## config.mk

```make
export PLATFORM = sky130hd
export DESIGN_NAME = seq_div_rem
export DESIGN_NICKNAME = d
export VERILOG_FILES = /design/src/rtl/seq_div_rem.sv
export SDC_FILE = /design/constraint.sdc
export NUM_CORES = 1
export LEC_CHECK = 0
export BUFFER_PORTS_ARGS = -buffer_cell sky130_fd_sc_hd__buf_2
export CAP_MARGIN = 20
export CORE_ASPECT_RATIO = 2
export CORE_MARGIN = 5
export CORE_UTILIZATION = 30
export DETAILED_ROUTE_END_ITERATION = 10
export HOLD_SLACK_MARGIN = 0.08
export PLACE_DENSITY = 0.56
export SYNTH_ARGS = -nofsm -noshare
export SYNTH_HDL_FRONTEND = slang
export SYNTH_SLANG_ARGS = --single-unit
export TNS_END_PERCENT = 30
```

## constraint.sdc

```tcl
create_clock -name clk -period 15.2 [get_ports clk]
set_input_delay 3.04 -clock clk [delete_from_list [all_inputs] [get_ports clk]]
set_output_delay 3.04 -clock clk [all_outputs]
set_load 0.01 [all_outputs]
```

## src/rtl/seq_div_rem.sv

```systemverilog
// Iterative signed divider: one restoring-division quotient bit per clock.
// Takes DWIDTH+1 clocks from the accepting edge to the done pulse, whatever the operands.
module seq_div_rem #(
    parameter int DWIDTH = 32
) (
    input  logic              clk,
    input  logic              Reset,
    input  logic              start,
    input  logic [DWIDTH-1:0] dividend,
    input  logic [DWIDTH-1:0] divisor,
    output logic              busy,
    output logic              done,
    output logic [DWIDTH-1:0] quotient,
    output logic [DWIDTH-1:0] remainder,
    output logic              div_by_zero
);

    // state | meaning
    // IDLE  | waiting for start; results held
    // CALC  | one unsigned quotient bit per edge, MSB first
    // FIX   | apply operand signs, publish results, pulse done
    typedef enum logic [1:0] {IDLE, CALC, FIX} state_t;

    localparam int CW = (DWIDTH > 1) ? $clog2(DWIDTH) : 1;

    state_t            state;
    logic [DWIDTH-1:0] dvd;
    logic [DWIDTH-1:0] rem;
    logic [DWIDTH-1:0] dsr;
    logic [CW-1:0]     cnt;
    logic              sign_a;
    logic              sign_b;
    logic              zero_b;

    logic [DWIDTH:0]   shifted;
    logic [DWIDTH-1:0] diff;
    logic              take;
    logic [DWIDTH-1:0] mag_a;
    logic [DWIDTH-1:0] mag_b;

    always_comb begin
        shifted = {rem, dvd[DWIDTH-1]};
        take    = (shifted >= {1'b0, dsr});
        diff    = shifted[DWIDTH-1:0] - dsr;
        mag_a   = dividend[DWIDTH-1] ? -dividend : dividend;
        mag_b   = divisor[DWIDTH-1]  ? -divisor  : divisor;
    end

    always_ff @(posedge clk or posedge Reset) begin
        if (Reset) begin
            state       <= IDLE;
            dvd         <= '0;
            rem         <= '0;
            dsr         <= '0;
            cnt         <= '0;
            sign_a      <= 1'b0;
            sign_b      <= 1'b0;
            zero_b      <= 1'b0;
            busy        <= 1'b0;
            done        <= 1'b0;
            quotient    <= '0;
            remainder   <= '0;
            div_by_zero <= 1'b0;
        end else begin
            done <= 1'b0;
            case (state)
                IDLE: begin
                    if (start) begin
                        dvd    <= mag_a;
                        dsr    <= mag_b;
                        sign_a <= dividend[DWIDTH-1];
                        sign_b <= divisor[DWIDTH-1];
                        zero_b <= (divisor == '0);
                        rem    <= '0;
                        cnt    <= '0;
                        busy   <= 1'b1;
                        state  <= CALC;
                    end
                end
                CALC: begin
                    rem <= take ? diff : shifted[DWIDTH-1:0];
                    dvd <= {dvd[DWIDTH-2:0], take};
                    cnt <= cnt + 1'b1;
                    if (cnt == CW'(DWIDTH - 1))
                        state <= FIX;
                end
                FIX: begin
                    // With a zero divisor every step subtracts nothing, so rem ends
                    // holding |dividend| and the signed remainder is the dividend itself.
                    quotient    <= zero_b ? '1 : ((sign_a ^ sign_b) ? -dvd : dvd);
                    remainder   <= sign_a ? -rem : rem;
                    div_by_zero <= zero_b;
                    done        <= 1'b1;
                    busy        <= 1'b0;
                    state       <= IDLE;
                end
                default: state <= IDLE;
            endcase
        end
    end

endmodule

```

# After elaboration in Yosys (flattened, before gate mapping)
# Index checks and enable logic that the tools add are counted.
[word_totals] regBits=173 elab_cells=52
[op_classes] mux=18 magnitude_cmp=1 n_addsub=6 bitwise=1 eq_ne=5 n_reduce_logical=8
[ops] op="$mux 32" n=8
[ops] op="$neg 32->32" n=4
[ops] op="$pmux 32 s2" n=2
[ops] op="$ge 33x32->1" n=1
[ops] op="$logic_not 32->1" n=1
[ops] op="$sub 32x32->32" n=1
[ops] op="$pmux 5 s2" n=1
[ops] op="$reduce_and 2->1" n=4
[ops] op="$add 5x1->5 const B" n=1
[ops] op="$eq 5x5->1 const B" n=1
[ops] op="$mux 5" n=1
[ops] op="$mux 2" n=2
[ops] op="$ne 2x2->1 const B" n=2
[ops] op="$pmux 2 s2" n=1
[ops] op="$reduce_bool 2->1" n=2
[ops] op="$eq 2x1->1 const B" n=1
[ops] op="$eq 2x2->1 const B" n=1
[ops] op="$logic_not 2->1" n=1
[ops] op="$mux 1" n=2
[ops] op="$pmux 1 s2" n=1
[ops] op="$xor 1x1->1" n=1

# Logic depth before layout (Yosys ltp)
# Gate-level depths: netlist of the first run.
[logic_depth] depth_word=4 ltp_mapped=14

# Least setup slack after synthesis of the first run
# OpenSTA, ideal clock, no wires.
[synth_path] kind="input -> register" start="in dividend[16]" end="reg dvd[29]" path_stages=8 arrival_time_ps=5242 setup_slack_ps=9826 path_cell_list="or4_4 > or4_1 > or2_1 > or3_4 > or2_4 > o41ai_2 > xor2_1 > o21ai_1"
[synth_via] elab_chain_len=4
[synth_rtl] item="from (decl)" line="9" text="input logic [DWIDTH-1:0] dividend,"
[synth_rtl] item="$neg 32->32" line="45" text="mag_a = dividend[DWIDTH-1] ? -dividend : dividend;"
[synth_rtl] item="$mux 32" line="45"
[synth_rtl] item="$mux 32" line="68" text="if (start) begin"
[synth_rtl] item="$pmux 32 s2" line="66" text="case (state)"
[synth_rtl] item="to (signal assigned)" line="69" text="dvd <= mag_a;"
[synth_rtl] item="to (signal assigned)" line="82" text="dvd <= {dvd[DWIDTH-2:0], take};"
[synth_rtl] item="to (decl)" line="27" text="logic [DWIDTH-1:0] dvd;"
# Every way passes these cells. The select of a mux whose other input is x is not followed.
# A chain may end at the register's enable or synchronous reset.

# Final worst setup path of the first run
[layout_path] start="in dividend[4]" end="reg dvd[29]"
# The elaborated chain is that of the path after synthesis.

==> results of run 1 <==
per-layer routing:
| metal | part of all wire | global-route usage | wire (um) |
|---|---|---|---|
| met1 | 0.36 | 0.161 | 11700 |
| met2 | 0.56 | 0.315 | 18300 |
| met3 | 0.041 | 0.0282 | 1330 |
| met4 | 0.033 | 0.0678 | 1080 |
| met5 | 0 | 0 | 0 |
synth_stat cells, drive strengths merged, types with 2 or more instances:
master,instances
nor4,7
buf,10
a211oi,2
nand2,153
o21a,2
xor2,106
dfrtp,173
nor3,15
inv,53
or2,5
o221ai,2
nor3b,2
a21oi,86
nor4b,2
and4,2
nor2b,6
mux2i,28
clkbuf,56
a31oi,5
a31o,3
nand3b,3
or4,13
or3,10
o311ai,2
nand4,10
o31ai,25
o21ai,167
o41ai,22
o21bai,4
nand3,35
ha,38
a22oi,29
xnor2,43
o22ai,2
a221oi,4
nor2,85
nand2b,13
o211ai,3
and3,10
a21o,14
layout make-up:
class                      instances  area [um^2]  share of cell area
clock buffer                      22          474              0.0374
clock inverter                    10          161              0.0127
inverter                          53          204              0.0161
multi-input combinational        971         6150               0.485
sequential                       173         4330               0.341
tap                              450          563              0.0444
timing repair buffer             148          806              0.0635
registers in the layout, summed over array words and instances, names as in the netlist, 2 cells and up:
register and flops:
dsr 32, dvd 32, quotient 32, rem 32, remainder 32, cnt 5
state 2
power groups by stage:
stage / Combinational [mW] / Clock, mW / Sequential [mW]
after global routing: 1.92 / 0.506 / 0.864
final: 1.70 / 0.478 / 0.834
after floorplan: 1.31 / 0 / 0.788
after global placement: 1.70 / 0 / 0.837
after CTS: 1.73 / 0.493 / 0.833
after detailed placement: 1.72 / 0 / 0.842
worst register-to-register path, stage by stage (launching register included):
cell,delay [ns]
dfrtp_1,0.45
ha_1,0.38
and4_1,0.26
and3_1,0.27
o21ai_1,0.14
nand4_1,0.17
a21oi_1,0.38
o221ai_1,0.45
a41oi_4,0.33
buf_4,0.48
nand2b_1,0.32
o211ai_1,0.14
kinds of logic (layout without fill, tap and decap cells):
logic type,Yosys count,in the layout,share of synthesized area
XOR/XNOR,149,149,0.120
flip-flops,173,173,0.397
AND/OR/NAND/NOR,373,373,0.158
AO/OA/AOI/OAI,382,382,0.212
multiplexers,28,28,0.0257
adder cells (fa/ha/maj),39,39,0.0455
buffers and inverters,119,233,0.0419
worst max path at each step:
stage | cells after the start | to | slack [ns] | from
finish | 9 | dvd[29] | 9.62 | dividend[4]
global route | 9 | dvd[29] | 9.48 | dividend[4]
CTS | 9 | dvd[29] | 9.57 | dividend[4]
detailed placement | 9 | dvd[29] | 9.09 | dividend[4]
global placement | 9 | dvd[29] | 9.14 | dividend[4]
floorplan | 1 | busy | 7.47 | Reset
per-stage QoR:
step / instances / utilization / setup slack [ns] / power, mW / hold slack [ns]
6_report: 1827 / 0.354 / 9.62 / 3.02 / 0.477
3_3_place_gp: 1793 / 0.335 / 9.14 / 2.54 / 0.460
5_1_grt: 1827 / 0.354 / 9.48 / 3.29 / 0.507
2_1_floorplan: 1263 / - / 7.47 / 2.10 / 0.443
3_5_place_dp: 1793 / 0.335 / 9.09 / 2.56 / 0.467
4_1_cts: 1825 / 0.353 / 9.57 / 3.05 / 0.482
==> impl_metrics.yaml, run 1 <==
cts:
  cts.path.max_buffers: 2
  cts.sinks: 173
  cts_root_buf: "clkbuf_16"
  clkTransAtPathRegs_ns: 0.07
  holdBufCountCts: 0
  htree_levels: 4
  cts_resized: 0
  cts_setup_buffers: 0
  cts_inserted_buffers: 17
  clkLatencyLatePin_ns: 0.45
  tritoncts: "yes"
pwr:
  power.leakage_nw: 5.57
  power_switching_mw: 1.38
  p_seq_frac: 0.277
  clkPwrFrac: 0.159
  internal-power_mw: 1.64
  powerDensity_nw_per_um2: 238
  p_sw_frac: 0.457
  peakVddDrop_v: 0.0000974
  power_frac_comb: 0.565
synthesis:
  synth_ff_type: "dfrtp_1"
  synth_seq_cells: 173
  ys_seq_area_frac: 0.397
  syn_area_um2: 10900
  async_flop_share: 1.00
  synth_fp_nets: 1369
  synthTopCellsByArea: "dfrtp_1 40%, xor2_1 8.5%, o21ai_0 7.5%"
  synth_area_per_cell_um2: 8.62
  synth_top_area_cell: "dfrtp_1"
  netlist.area_leader.share: 0.397
  syn_inst: 1263
  synth_edf_count: 0
  ys.warnings.count: 0
  synthDistinctLibCells: 62
route:
  drc: 0
  postRouteAntennaNets: 0
  firstDrtPassIters: 5
  wl_per_cell_um: 17.7
  viasPerCell: 5.11
  detail_route.iter0.violations: 297
  via_count: 9339
  wl_um: 32400
sta:
  worstMarginPinSlew_ns: 0.824
  fmax_mhz: 179
  fin_skew_ns: 0.0120
  min_period_over_period: 0.367
  period_needed_ns: 5.58
  finalMaxSlewViolations: 0
  rsz0062_at_grt: "false"
  setup_tns_ns: 0
  max_slew_margin: 0.450
  hold_viol: 0
  setup_violations: 0
floorplanning:
  num_io_pins: 134
  initial_core_util: 0.304
  rows: 98
  core_um2: 35800
  die_width_um: 145
  dieArea_um2: 40500
  die_h_um: 279
min_path:
  hold_start: "remainder[5]"
  hp-class: "flop to flop"
  holdPathEnd: "remainder[5]"
  holdPathStages: 2
placement:
  hpwlAfterDp_um: 25000
  gp_congestion: 0.859
  placed_area_um2: 12000
  portBuffers: 133
final_layout:
  area_growth_pct: 16.4
  fillers: 3699
  mostFrequentLayoutCells: "173 x dfrtp_1, 163 x o21ai_0, 152 x nand2_1"
  antenna_cells: 0
  layout_commonest_cell: "dfrtp_1"
  drive_gt1_frac: 0.143
  final_nets: 1470
  stdcell_area_um2: 12700
flow_run:
  drv_cap: 0
worst_setup_path:
  worstReg2RegEnd: "rem[31]"
  cp_slowest_cell: "nor3_1"
  critPathMaxFanout: 5
  crit_path_max_incr_delay_ns: 0.57
  worstSetupStartpointType: "primary input"
  critical_path_arrival_ns: 5.89
  worst-path-buf-inv: 1
  crit_type: "primary input to flop"
  crit_chain: "buf_2 -> or4_1 -> nor3_1 -> nand3_1 -> or3_4 -> or2_4 -> o41ai_2 -> xor2_1 -> o21ai_1"
  r2r_setup_slack_ns: 11.29
  rr_startpoint: "rem[7]"
  cp_top_family: "simple AND/OR/NAND/NOR gates"
  critPathRequiredTime_ns: 15.51
  reg2reg_depth: 11
  end_kind: "flop"
grt:
  antenna_found_initial: 0
  grt_start_max_net_pins: 114
  grt_pass1_wl_um: 51200
  overflow: 0
  first_global_vias: 9537
  grt.total_usage: 0.161
outcome:
  status: "completed"
No activity file was read; power rests on OpenSTA's default activity.
==> run 2, diff against run 1 <==
==> constraint.sdc (replaced) <==
create_clock -name clk -period 5.39 [get_ports clk]
set_input_delay 1.078 -clock clk [delete_from_list [all_inputs] [get_ports clk]]
set_output_delay 1.078 -clock clk [all_outputs]
set_load 0.01 [all_outputs]
==> impl_metrics.yaml, run 2 (synthesized netlist as in run 1, its figures left out) <==
route:
  via_count: 9372
  firstDrtPassIters: 5
  detail_route.iter0.violations: 389
  viasPerCell: 5.13
  wl_per_cell_um: 17.5
  drc: 0
  wl_um: 32000
  postRouteAntennaNets: 0
floorplanning:
  num_io_pins: 134
  rows: 98
  die_h_um: 279
  dieArea_um2: 40500
  initial_core_util: 0.304
  core_um2: 35800
  die_width_um: 145
flow_run:
  drv_cap: 0
grt:
  busiest_layer: "met2"
  met3_usage: 0.0311
  gr-usage-met2: 0.306
  first_global_vias: 9609
  overflow: 0
  grt_start_max_net_pins: 79
  antenna_found_initial: 0
  grt_pass1_wl_um: 50800
  grt.total_usage: 0.159
  met1_usage: 0.162
cts:
  cts_inserted_buffers: 17
  cts_resized: 0
  cts.sinks: 173
  cts.path.max_buffers: 2
  clkTransAtPathRegs_ns: 0.07
  holdBufCountCts: 0
  cts_setup_buffers: 0
  tritoncts: "yes"
  clkLatencyLatePin_ns: 0.45
  cts_root_buf: "clkbuf_16"
  htree_levels: 4
worst_setup_path:
  r2r_setup_slack_ns: 1.61
  cp_top_family: "compound AO/OA/AOI/OAI gates"
  crit_chain: "ha_1 -> and4_1 -> and3_1 -> o21ai_1 -> nand4_1 -> a21oi_1 -> o221ai_1 -> a41oi_4 -> buf_4 -> nand2b_1 -> o211ai_1"
  crit_cells: 11
  critical_path_arrival_ns: 4.09
  worstReg2RegEnd: "rem[31]"
  rr_startpoint: "rem[7]"
  worst-path-buf-inv: 1
  worstSetupStartpointType: "flop"
  critPathMaxFanout: 36
  reg2reg_depth: 11
  critPathRequiredTime_ns: 5.70
  crit_path_max_incr_delay_ns: 0.48
  cp_slowest_cell: "buf_4"
  crit_type: "flop to flop"
  end_kind: "flop"
placement:
  hpwlAfterDp_um: 25300
  portBuffers: 133
  gp_congestion: 0.893
sta:
  fmax_mhz: 265
  fin_skew_ns: 0.0133
  period_needed_ns: 3.78
  min_period_over_period: 0.701
  setup_violations: 0
  rsz0062_at_grt: "false"
  finalMaxSlewViolations: 0
  hold_viol: 0
  max_slew_margin: 0.399
  setup_tns_ns: 0
  worstMarginPinSlew_ns: 0.901
  whs_ns: 0.479
pwr:
  powerDensity_nw_per_um2: 666
  power.leakage_nw: 5.53
  peakVddDrop_v: 0.000227
final_layout:
  fillers: 3748
  final_nets: 1470
  antenna_cells: 0
  area_growth_pct: 15.8
  drive_gt1_frac: 0.144
  mostFrequentLayoutCells: "173 x dfrtp_1, 163 x o21ai_0, 152 x nand2_1"
  layout_commonest_cell: "dfrtp_1"
min_path:
  hold_start: "dsr[12]"
  holdPathEnd: "dsr[12]"
  hp-class: "flop to flop"
  holdPathStages: 2
outcome:
  status: "completed"
run 2: tightest hold or removal path, delay by kind of cell (launching register included):
kind             cells  cell delay [ns]
AO/OA/AOI/OAI        1             0.06
flip-flops           1             0.34
AND/OR/NAND/NOR      1             0.05
run 2: per-stage QoR:
step	cells	power, mW	setup slack, ns	util	instance area (um^2)
finish	1827	8.39	1.61	0.352	12600
detailed placement	1795	7.21	1.30	0.336	12000
global route	1827	9.19	1.40	0.352	12600
CTS	1827	8.50	1.63	0.352	12600
floorplan	1263	5.92	1.98	-	10900
global placement	1795	7.13	1.33	0.336	12000
run 2: area by class of cell:
| class | count | area [um^2] | share of cell area |
|---|---|---|---|
| Timing Repair Buffer | 148 | 778 | 0.0617 |
| Clock buffer | 19 | 433 | 0.0343 |
| Clock inverter | 13 | 154 | 0.0122 |
| Tap cell | 450 | 563 | 0.0446 |
| Multi-Input combinational cell | 971 | 6150 | 0.488 |
| Inverter | 53 | 203 | 0.0161 |
| Sequential cell | 173 | 4330 | 0.343 |
run 2: power breakdown:
group	switching, mW	internal [mW]
Combinational	2.79	2.00
Clock	0.555	0.694
Sequential	0.559	1.80
Total	3.90	4.49
run 2: metal layers:
layer	up-vias	routed length, um
met2	190	17800
li1	4670	-
met1	4460	11700
met4	0	1190
met3	52	1310
met5	-	0
run 2: worst max-delay path by stage:
| stage | start | endpoint | slack, ns |
|---|---|---|---|
| after floorplan | dividend[16] | dvd[29] | 1.98 |
| after CTS | rem[7] | rem[31] | 1.63 |
| after detailed placement | dividend[4] | dvd[29] | 1.30 |
| after global placement | dividend[4] | dvd[29] | 1.33 |
| final | rem[7] | rem[31] | 1.61 |
| after global routing | rem[3] | rem[27] | 1.40 |
